$ cat src/rtl/zx_ram_pkg.sv
// Shared types for the ZX8X RAM arbiter: FSM states, requester identities
// and the width of the access timeout counter.
package zx_ram_pkg;

  typedef enum logic [1:0] {IDLE, ISSUE, WAIT, DONE} arb_state_t;

  typedef enum logic [1:0] {SRC_NONE, SRC_VID, SRC_CPU, SRC_TAPE} arb_src_t;

  localparam int TIMEOUT_BITS = 4;

endpackage

$ cat src/rtl/zx_ram_prio.sv
// Fixed-priority requester selection: video > CPU > tape, except that a
// starved tape request overrides everything else.
module zx_ram_prio
  import zx_ram_pkg::*;
(
  input  logic     vid_req,
  input  logic     cpu_req,
  input  logic     tape_req,
  input  logic     starve,
  output arb_src_t src
);

  // Pick the winner among the currently pending requests.
  always_comb begin
    src = SRC_NONE;
    if (starve && tape_req) begin
      src = SRC_TAPE;
    end else if (vid_req) begin
      src = SRC_VID;
    end else if (cpu_req) begin
      src = SRC_CPU;
    end else if (tape_req) begin
      src = SRC_TAPE;
    end
  end

endmodule

$ cat src/rtl/zx_ram_arbiter.sv
// Single-port SDRAM arbiter for the ZX8X core: serialises Z80, video
// pattern fetch and tape DMA accesses into one rd/we command stream.
// Build option: define ZX_TAPE_DMA_EN to enable the tape DMA requester;
// without it the tape ports are ignored and tape_ack stays low.
module zx_ram_arbiter
  import zx_ram_pkg::*;
#(
  parameter int TIMEOUT    = 15,
  parameter int STARVE_MAX = 8
) (
  input  logic        clk_sys,
  input  logic        reset_n,
  input  logic        cpu_req,
  input  logic        cpu_we,
  input  logic [15:0] cpu_addr,
  input  logic [7:0]  cpu_din,
  output logic [7:0]  cpu_dout,
  output logic        cpu_ack,
  output logic        cpu_wait_n,
  input  logic        vid_req,
  input  logic [15:0] vid_addr,
  output logic [7:0]  vid_dout,
  output logic        vid_ack,
  input  logic        tape_req,
  input  logic [15:0] tape_addr,
  input  logic [7:0]  tape_din,
  output logic        tape_ack,
  output logic        mem_rd,
  output logic        mem_we,
  output logic [15:0] mem_addr,
  output logic [7:0]  mem_din,
  input  logic [7:0]  mem_dout,
  input  logic        mem_ready,
  output logic        err
);

  localparam logic [TIMEOUT_BITS-1:0] TLIM       = TIMEOUT_BITS'(TIMEOUT - 1);
  localparam logic [3:0]              STARVE_LIM = 4'(STARVE_MAX);

  arb_state_t              state, state_next;
  arb_src_t                win, grant_src;
  logic                    is_we, tape_live, starve, grant, finish, timed_out;
  logic [TIMEOUT_BITS-1:0] tcnt;
  logic [3:0]              starve_cnt;
  logic [7:0]              rd_data;

`ifdef ZX_TAPE_DMA_EN
  assign tape_live = tape_req;
`else
  assign tape_live = tape_req & 1'b0;
`endif

  assign starve    = (starve_cnt >= STARVE_LIM);
  assign grant     = (state == IDLE) && (win != SRC_NONE);
  assign finish    = (state == WAIT) && (mem_ready || (tcnt == TLIM));
  assign timed_out = (state == WAIT) && !mem_ready && (tcnt == TLIM);
  assign rd_data   = mem_ready ? mem_dout : 8'hFF;

  assign cpu_wait_n = ~(cpu_req & ~cpu_ack);

  zx_ram_prio u_prio (
    .vid_req  (vid_req),
    .cpu_req  (cpu_req),
    .tape_req (tape_live),
    .starve   (starve),
    .src      (win)
  );

  // State register.
  always_ff @(posedge clk_sys) begin
    if (!reset_n) state <= IDLE;
    else          state <= state_next;
  end

  // Next-state logic plus the one-cycle command and ack strobes.
  always_comb begin
    state_next = state;
    mem_rd     = 1'b0;
    mem_we     = 1'b0;
    cpu_ack    = 1'b0;
    vid_ack    = 1'b0;
    tape_ack   = 1'b0;
    case (state)
      IDLE:  if (grant) state_next = ISSUE;
      ISSUE: begin
        state_next = WAIT;
        mem_rd     = ~is_we;
        mem_we     = is_we;
      end
      WAIT:  if (finish) state_next = DONE;
      DONE: begin
        state_next = IDLE;
        cpu_ack    = (grant_src == SRC_CPU);
        vid_ack    = (grant_src == SRC_VID);
`ifdef ZX_TAPE_DMA_EN
        tape_ack   = (grant_src == SRC_TAPE);
`endif
      end
      default: state_next = IDLE;
    endcase
  end

  // Latch winner, direction, address and write data at grant time.
  always_ff @(posedge clk_sys) begin
    if (!reset_n) begin
      grant_src <= SRC_NONE;
      is_we     <= 1'b0;
      mem_addr  <= '0;
      mem_din   <= '0;
    end else if (grant) begin
      grant_src <= win;
      case (win)
        SRC_VID: begin
          is_we    <= 1'b0;
          mem_addr <= vid_addr;
          mem_din  <= '0;
        end
        SRC_CPU: begin
          is_we    <= cpu_we;
          mem_addr <= cpu_addr;
          mem_din  <= cpu_din;
        end
        default: begin
          is_we    <= 1'b1;
          mem_addr <= tape_addr;
          mem_din  <= tape_din;
        end
      endcase
    end
  end

  // Capture read data (or 8'hFF on timeout) and track the sticky error.
  always_ff @(posedge clk_sys) begin
    if (!reset_n) begin
      cpu_dout <= '0;
      vid_dout <= '0;
      err      <= 1'b0;
    end else begin
      if (finish && !is_we) begin
        if (grant_src == SRC_CPU) cpu_dout <= rd_data;
        if (grant_src == SRC_VID) vid_dout <= rd_data;
      end
      if (timed_out) err <= 1'b1;
    end
  end

  // WAIT-cycle counter; restarts from zero on every access.
  always_ff @(posedge clk_sys) begin
    if (!reset_n || state != WAIT) tcnt <= '0;
    else                           tcnt <= tcnt + 1'b1;
  end

  // Count grants lost by a pending tape request; any tape grant or an idle
  // tape line clears it.
  always_ff @(posedge clk_sys) begin
    if (!reset_n || !tape_live) begin
      starve_cnt <= '0;
    end else if (grant) begin
      if (win == SRC_TAPE) starve_cnt <= '0;
      else                 starve_cnt <= starve_cnt + 4'd1;
    end
  end

endmodule
$ cat config.mk
export PLATFORM = sky130hd
export DESIGN_NAME = zx_ram_arbiter
export DESIGN_NICKNAME = d
export VERILOG_FILES = /design/src/rtl/zx_ram_pkg.sv /design/src/rtl/zx_ram_prio.sv /design/src/rtl/zx_ram_arbiter.sv
export SDC_FILE = /design/constraint.sdc
export NUM_CORES = 1
export LEC_CHECK = 0
export BUFFER_PORTS_ARGS = -buffer_cell sky130_fd_sc_hd__buf_4
export CAP_MARGIN = 20
export CORE_MARGIN = 2
export CORE_UTILIZATION = 40
export CTS_BUF_LIST = sky130_fd_sc_hd__clkbuf_4 sky130_fd_sc_hd__clkbuf_8
export DETAILED_ROUTE_END_ITERATION = 12
export PLACE_DENSITY = 0.72
export SLEW_MARGIN = 25
export SYNTH_ARGS = -nofsm -noshare
export SYNTH_HDL_FRONTEND = slang
export SYNTH_SLANG_ARGS = --single-unit
export TNS_END_PERCENT = 30
$ cat constraint.sdc
create_clock -name clk_sys -period 1.75 [get_ports clk_sys]
set_input_delay 0.35 -clock clk_sys [delete_from_list [all_inputs] [get_ports clk_sys]]
set_output_delay 0.35 -clock clk_sys [all_outputs]
set_load 0.1 [all_outputs]
* Word-level counts from Yosys, hierarchy flattened *
Index checks and enable logic that the tools add are counted.

cells by class
  reductions and logical operators = 15
  mux-type cells = 13
  bitwise logic cells = 4
  equal/unequal tests = 11
  add/sub/neg operators = 1

operators by type and width
  kind                                                             count
  16-bit one-hot mux with 2 select lines                           1
  8-bit one-hot mux with 2 select lines                            1
  2-bit == test, second input constant                             4
  2-bit two-way mux                                                4
  8-bit two-way mux                                                1
  2-bit one-hot mux with 4 select lines                            1
  2-bit by 1-bit == test with 1-bit output, second input constant  3
  2-bit inequality test, second input constant                     3
  2-bit AND reduction                                              3
  1-bit logical AND                                                5
  4-bit by 1-bit adder with 4-bit output, second input constant    1
  4-bit == test, second input constant                             1
  1-bit two-way mux                                                4
  1-bit zero test                                                  3
  1-bit NOT                                                        3
  2-bit zero test                                                  1
  1-bit logical OR                                                 2
  1-bit one-hot mux with 2 select lines                            1
  2-bit nonzero test                                               1
  1-bit AND                                                        1

storage, ports and cells
  bits of input ports = 79
  output and inout port bits = 47
  logic and storage cells = 53
  register bits = 50

* Longest topological paths before layout *
Gate-level depths: netlist of run 1.

  word-level depth = 6
  depth in mapped cells = 7
  mapped depth without buffers = 5

* By module *
A second synthesis of run 1 with hierarchy kept.

second synthesis, totals
  cell total of the unflattened synthesis = 282
  area total of the unflattened synthesis = 2484.9 um^2

modules (own cells, without submodules)
  module          instances  cells each  area an instance (um^2)  seq. area each (um^2)
  zx_ram_arbiter  1          277         2452.4                   1001.0
  zx_ram_prio     1          5           32.5                     0.0

* Worst setup path before layout of run 1 *
No wires, ideal clock.

  path kind = register to output
  start point = register grant_src[1]
  end point = output cpu_wait_n
  stages on the path, launching flop included = 4
  data arrival time = 2.155 ns
  buffers on the path = 0
  data required time = 1.400 ns
  setup slack = -0.755 ns
  cells stage by stage = dfxtp_1 > nor2b_1 > and2_1 > nand2b_1

on the way
  longest elaborated chain between the ends = 5

RTL lines
  element                   line                   text
  start: declaration        zx_ram_arbiter.sv:41   arb_src_t win, grant_src;
  start signal: assignment  zx_ram_arbiter.sv:111  grant_src <= win;
  2-bit == test             zx_ram_arbiter.sv:93   cpu_ack = (grant_src == SRC_CPU);
  1-bit two-way mux         zx_ram_arbiter.sv:83   case (state)
  named net cpu_ack         zx_ram_arbiter.sv:18   output logic cpu_ack,
  1-bit NOT                 zx_ram_arbiter.sv:59   assign cpu_wait_n = ~(cpu_req & ~cpu_ack);
  1-bit AND                 zx_ram_arbiter.sv:59
  1-bit NOT                 zx_ram_arbiter.sv:59
  end: declaration          zx_ram_arbiter.sv:19   output logic cpu_wait_n,

The timed path passes the listed nets, and every way through them passes these cells.

* Final worst setup path of run 1 *
  start point = register state[0]
  end point = output cpu_wait_n

on the way
  longest elaborated chain between the ends = 5

RTL lines
  element                   line                  text
  start: declaration        zx_ram_arbiter.sv:40  arb_state_t state, state_next;
  start signal: assignment  zx_ram_arbiter.sv:72  else state <= state_next;
  2-bit == test             zx_ram_arbiter.sv:83
  1-bit two-way mux         zx_ram_arbiter.sv:83
  1-bit NOT                 zx_ram_arbiter.sv:59
  1-bit AND                 zx_ram_arbiter.sv:59
  1-bit NOT                 zx_ram_arbiter.sv:59

Every way passes these cells.

==> impl_metrics.tcl, run 1 <==
set metrics [dict create \
    synth_edf_count 0 \
    critPathMaxStageDelay_ps 350 \
    grt_usage_pct 17.35 \
    reg2reg_from "state[0]" \
    die_y_um 80.69 \
    viasPerCell 5.193 \
    worstSetupEndpointType "output port" \
    n_antenna_cell 0 \
    yosys-top-cells-count "50 x dfxtp_1, 25 x a21oi_1, 25 x o21ai_0" \
    status "finished, final reports clean" \
    reg2reg_to "vid_dout[3]" \
    drv_cap 0 \
    ant_nets 0 \
    cp_slowest_cell "dfxtp_2" \
    min_from "cpu_we" \
    drt-initial-drc-count 65 \
    synth-simple-area-share_pct 18.56 \
    fin_crit_ps 1659 \
    ys_top_cells_by_area "dfxtp_1 43%, mux2i_1 7.2%, a21oi_1 5.3%, o21ai_0 5.3%, ha_1 3.7%" \
    finalCritPeriodShare_pct 94.82 \
    crit_chain "ha_1, and2_4, nand2b_4, buf_12" \
    ys_seq_area_share_pct 42.55 \
    cts_tree "yes" \
    vias 2202 \
    place_ws_ps 194.6 \
    synthCells 260 \
    yosysTopAreaCell "dfxtp_1" \
    grt_pass1_vias 2034 \
    holdPathEnd "is_we" \
    synth_top_family_by_area "compound AO/OA/AOI/OAI gates" \
    postSynth.asyncResetShare_pct 0 \
    worst_pin_slew_ps 515.5 \
    core_area_mm2 0.005608 \
    synth.top_cell.area_share_pct 42.55 \
    layout_setup_ws_ps 90.71 \
    p_leak_nw 1.496 \
    gp_congestion 0.7056 \
    synth.distinct_cells 33 \
    rsz0062_at_grt "no" \
    arrival_ps 1310 \
    relSlewSlack_pct 65.63 \
    boundaryPins 126 \
    synth_area_per_cell_um2 9.047 \
    cts_root_buf "clkbuf_8" \
    postCtsSetupBuffers 0 \
    wire_per_inst_um 13.22 \
    critPathLaunchType "flip-flop" \
    antenna_found_initial 0 \
    hold_depth 3 \
    grt_start_max_net_pins 57 \
    path_max_fanout 4 \
    rr_worst_depth 5 \
    post-route-drc-count 0 \
    dieArea_mm2 0.006510 \
    skew_ps 5.604 \
    fill_cells 523 \
    setup_viol 0 \
    h-tree-depth 2 \
    synth-xor-area-share_pct 0.7447 \
    peakVddDrop_mv 0.8651 \
    rrSetupSlack_ps 250 \
    rows 27 \
    grt_pass1_wl_um 8852 \
    clock_sinks 50 \
    fmax_mhz 602.7 \
    synthMuxAreaShare_pct 7.234 \
    synth-adder-area-share_pct 3.723 \
    final_nets 437 \
    hold_class "in -> reg" \
    drive_gt1_share_pct 34.94 \
    yosysMostFrequentCell "dfxtp_1" \
    power_density_mw_per_mm2 1439 \
    initial_utilization_pct 41.95 \
    holdWs_ps 310.4 \
    crit_required_ps 1400 \
    hold_viol 0 \
    syn_nets 346 \
    ys_seq_elements 50 \
    cts_buffers 5 \
    fin_util_pct 57.68 \
    drv_slew 0 \
    syn-cell-area_mm2 0.002352 \
    fin_tns_setup_ps 0 \
    crit_type "reg -> out" \
    clock_latency_ps 300 \
    clkTransAtPathRegs_ps 90 \
    die_w_um 80.69 \
    grt_overflow_total 0 \
    routed_wirelength_um 5607 \
    yosys_warnings 0 \
    dp_hpwl_um 3964 \
    cts_buffer_depth 2 \
    synth-compound-area-share_pct 21.22 \
    area_delta_synth_final_pct 37.50 \
    portBuffers 99 \
    ys.flop_type "dfxtp_1" \
    drtPass1Iterations 4 \
]
==> per-stage QoR <==
step	instances	power (mW)	instance area, µm²
after floorplan	260	3.458	2357
after global placement	416	3.938	3110
after detailed placement	416	3.971	3110
after CTS	424	4.684	3219
after global routing	424	4.910	3234
final	424	4.654	3234
==> final cells by class <==
cell class	count	area, µm²	area share [%]
clock buffers	6	82.58	2.553
repair buffers	104	797.0	24.64
multi-input cells	185	1230	38.03
well taps	72	90.09	2.785
inverters	5	18.77	0.5803
flip-flops and latches	50	1003	31.03
clock inverters	2	12.51	0.3868
==> where the power goes <==
group / total (mW) / leakage (nW) / internal [mW] / switching, mW
Clock: 0.696 / 0.0472 / 0.318 / 0.377
Combinational: 2.49 / 1.04 / 0.652 / 1.83
Sequential: 1.47 / 0.409 / 1.34 / 0.135
==> worst max-delay path by stage <==
stage          depth (start not counted)  slack [ps]         start     endpoint
2_1_floorplan                          3        -500  grant_src[1]   cpu_wait_n
3_3_place_gp                           5         260      state[0]  vid_dout[7]
3_5_place_dp                           5         190      state[0]  vid_dout[3]
4_1_cts                                4           8      state[0]   cpu_wait_n
5_1_grt                                4          10      state[1]       mem_we
6_report                               4          90      state[0]   cpu_wait_n
==> state kept, by name, summed over array words and instances (netlist names) <==
signal,count
grant_src,2
mem_addr,16
cpu_dout,8
tcnt,4
mem_din,8
state,2
vid_dout,8
err,1
is_we,1
==> cells in the final DEF (no fill, tap or decap), drive strengths merged, types with 2 or more instances in the layout <==
cell type  count
inv            5
nor2           5
nand2b         9
dfxtp         50
ha             7
and3b          2
o21a          10
nand2         24
a22oi          2
mux2i         17
o221ai        10
and2           2
nor2b         13
nand3b        10
o21ai         25
o22ai          6
clkbuf         6
buf          104
nand3          9
a21oi         25
==> critical path: cells and delay by family, from the launching register on <==
| kind | cells | cell delay, ps |
|---|---|---|
| flops | 1 | 350 |
| simple gates | 2 | 280 |
| fa+ha+maj | 1 | 200 |
| buf+inv | 1 | 170 |
==> routing by layer <==
metal | up-vias | wire length [µm] | track usage (%)
li1 | 1097 | - | -
met1 | 1032 | 2375 | 19.92
met2 | 67 | 2724 | 30.50
met3 | 6 | 422 | 4.719
met4 | 0 | 84 | 6.610
met5 | - | 0 | 0
==> cells by family after synthesis <==
family                   count (synthesis)
flip-flops                              50
AND/OR/NAND/NOR                         77
AO/OA/AOI/OAI                           81
other                                    1
multiplexers                            17
XOR/XNOR                                 2
adder cells (fa/ha/maj)                  7
buffers and inverters                   25
==> repair_timing <==
action | in CTS | in global routing
resized for setup | 4 | 5
hold buffers | 0 | 0
setup endpoints to repair | 1 | 4
(Power assumes the default switching activity.)
==> inputs of run 2 (changes only) <==
--- a/config.mk
+++ b/config.mk
@@ -11,9 +11,11 @@
 export CORE_UTILIZATION = 40
 export CTS_BUF_LIST = sky130_fd_sc_hd__clkbuf_4 sky130_fd_sc_hd__clkbuf_8
 export DETAILED_ROUTE_END_ITERATION = 12
-export PLACE_DENSITY = 0.72
+export PLACE_DENSITY = 0.71
+export RECOVER_POWER = 100
 export SLEW_MARGIN = 25
 export SYNTH_ARGS = -nofsm -noshare
 export SYNTH_HDL_FRONTEND = slang
+export SYNTH_HIERARCHICAL = 1
 export SYNTH_SLANG_ARGS = --single-unit
 export TNS_END_PERCENT = 30
==> impl_metrics.tcl, run 2 <==
set metrics [dict create \
    yosys-top-cells-count "50 x dfxtp_1, 40 x nand2_1, 30 x nor2_1" \
    cts_buffer_depth 2 \
    rows 28 \
    yosys_warnings 6 \
    finalCritPeriodShare_pct 96.96 \
    drive_gt1_share_pct 40.15 \
    drv_cap 0 \
    postCtsSetupBuffers 0 \
    core_area_mm2 0.005956 \
    critPathTopFamily "flip-flops" \
    crit_required_ps 1400 \
    rsz0062_at_grt "yes" \
    rrSetupSlack_ps 150 \
    synth_area_per_cell_um2 8.812 \
    vias 2445 \
    synthCells 282 \
    grt_usage_pct 18.97 \
    ys_top_cells_by_area "dfxtp_1 40%, mux2i_1 6.8%, nand2_1 6.0%, a211o_1 5.6%, ha_1 5.0%" \
    wire_per_inst_um 13.49 \
    largest_register_ffs 16 \
    fmax_mhz 589.4 \
    synth_edf_count 0 \
    dp_hpwl_um 4961 \
    area_delta_synth_final_pct 49.14 \
    grt_start_max_net_pins 33 \
    h-tree-depth 2 \
    clock_sinks 50 \
    hold_viol 0 \
    reg2reg_from "tcnt[0]" \
    hold_depth 3 \
    drtPass1Iterations 4 \
    synthMuxAreaShare_pct 6.848 \
    die_w_um 82.82 \
    ys_seq_area_share_pct 40.28 \
    routed_wirelength_um 6556 \
    clkTransAtPathRegs_ps 90 \
    top_register "mem_addr" \
    antenna_found_initial 0 \
    skew_ps 2.295 \
    worstSetupEndpointType "output port" \
    crit_chain "ha_1, and2_4, nand2b_2, buf_12" \
    portBuffers 123 \
    viasPerCell 5.031 \
    critPathMaxStageDelay_ps 340 \
    yosysTopAreaCell "dfxtp_1" \
    die_y_um 82.82 \
    post-route-drc-count 0 \
    n_antenna_cell 0 \
    drv_slew 0 \
    fin_util_pct 62.23 \
    peakVddDrop_mv 1.108 \
    arrival_ps 1350 \
    critPathLaunchType "flip-flop" \
    power_density_mw_per_mm2 1518 \
    final_nets 499 \
    grt_overflow_total 0 \
    ys_seq_elements 50 \
    initial_utilization_pct 41.72 \
    synth-compound-area-share_pct 22.56 \
    synth_top_family_by_area "compound AO/OA/AOI/OAI gates" \
    postSynth.asyncResetShare_pct 0 \
    rr_worst_depth 6 \
    synth.top_cell.area_share_pct 40.28 \
    fin_crit_ps 1697 \
    layout_commonest_cell "buf_4" \
    grt_pass1_wl_um 11010 \
    cp_slowest_cell "dfxtp_2" \
    min_from "cpu_din[7]" \
    cts_tree "yes" \
    synth.distinct_cells 39 \
    setup_viol 0 \
    ant_nets 0 \
    ys.flop_type "dfxtp_1" \
    cts_buffers 5 \
    path_max_fanout 4 \
    ctsHoldBuffers 0 \
    gp_congestion 0.7590 \
    clock_latency_ps 300 \
    synth-simple-area-share_pct 17.17 \
    yosysMostFrequentCell "dfxtp_1" \
    final_cell_mix "130 x buf_4, 48 x dfxtp_1, 40 x nand2_1" \
    grt_pass1_vias 2468 \
    syn-cell-area_mm2 0.002485 \
    hold_class "in -> reg" \
    crit_type "reg -> out" \
    holdWs_ps 345.8 \
    boundaryPins 126 \
    synth-xor-area-share_pct 0.7049 \
    dieArea_mm2 0.006858 \
    cts_root_buf "clkbuf_8" \
    status "finished, final reports clean" \
    drt-initial-drc-count 59 \
    p_leak_nw 1.812 \
    crit_buf_inv 1 \
    holdPathEnd "mem_din[7]" \
    reg2reg_to "cpu_dout[5]" \
    synth-adder-area-share_pct 5.035 \
]
[run 2: changes by cell type after synthesis, moves of 10 or more]
cell and change:
nor2_1 +25, nand2_1 +17, a211o_1 +16, o21ai_0 -16, a21oi_1 -15, a22oi_1 +14
nor2b_1 -11, nand3b_1 -10, o221ai_1 -10
[run 2: how the worst max path moves through the flow]
| stage | cells past startpoint | slack [ps] | from | endpoint |
|---|---|---|---|---|
| finish | 4 | 50 | state[0] | cpu_wait_n |
| global route | 4 | -20 | grant_src[1] | cpu_wait_n |
| floorplan | 3 | -480 | state[0] | cpu_wait_n |
| detailed placement | 8 | -190 | vid_req | mem_din[1] |
| global placement | 8 | -120 | vid_req | mem_din[2] |
| CTS | 4 | 10 | state[0] | cpu_wait_n |
[run 2: per-stage QoR]
| stage | setup slack, ps | TNS (ps) | area (µm²) | power, mW | cells |
|---|---|---|---|---|---|
| 6_report | 53.27 | 0 | 3706 | 5.628 | 486 |
| 2_1_floorplan | -478.1 | -478.1 | 2505 | 4.103 | 286 |
| 4_1_cts | 11.56 | 0 | 3690 | 5.655 | 486 |
| 5_1_grt | -17.94 | -17.94 | 3706 | 5.924 | 486 |
| 3_3_place_gp | -122.7 | -1728 | 3571 | 4.837 | 478 |
| 3_5_place_dp | -188.7 | -2501 | 3571 | 4.881 | 478 |
[run 2: cell families after synthesis]
| logic type | Yosys count |
|---|---|
| adders and majority gates | 10 |
| AOI/OAI and AO/OA | 75 |
| buffers and inverters | 31 |
| muxes | 17 |
| other | 1 |
| xor gates and xnor gates | 2 |
| and+or+nand+nor | 96 |
| DFF | 50 |
[run 2: layer usage]
layer  wire length, µm  global-route usage, %  vias to the layer above
li1                  -                      -                     1241
met1              2744                  22.96                     1130
met2              3372                  33.43                       70
met3               390                  5.567                        4
met4                47                  3.875                        0
met5                 0                      0                        -
[run 2: worst reg2reg max path: cells and delay by family (launching register included)]
family | cells | cell delay [ps]
fa+ha+maj | 1 | 210
compound gates | 1 | 260
mux | 1 | 200
flops | 1 | 380
buf+inv | 2 | 230
simple gates | 1 | 240
[run 2: cell type report]
cell class	count	area, µm²
inverter	9	33.78
multi-input combinational	205	1326
timing repair buffer	139	1139
clock buffer	8	110.1
tap	75	93.84
fill	537	2250
sequential	50	1003
[run 2: where the power goes]
part / total, mW / switching (mW) / internal (mW)
Clock: 0.768 / 0.368 / 0.400
Combinational: 3.31 / 2.37 / 0.940
Sequential: 1.55 / 0.156 / 1.39
[run 2: timing repair]
action,CTS,global route
gates resized for setup,3,6
cloned,0,0
endpoints found under the setup margin,1,7
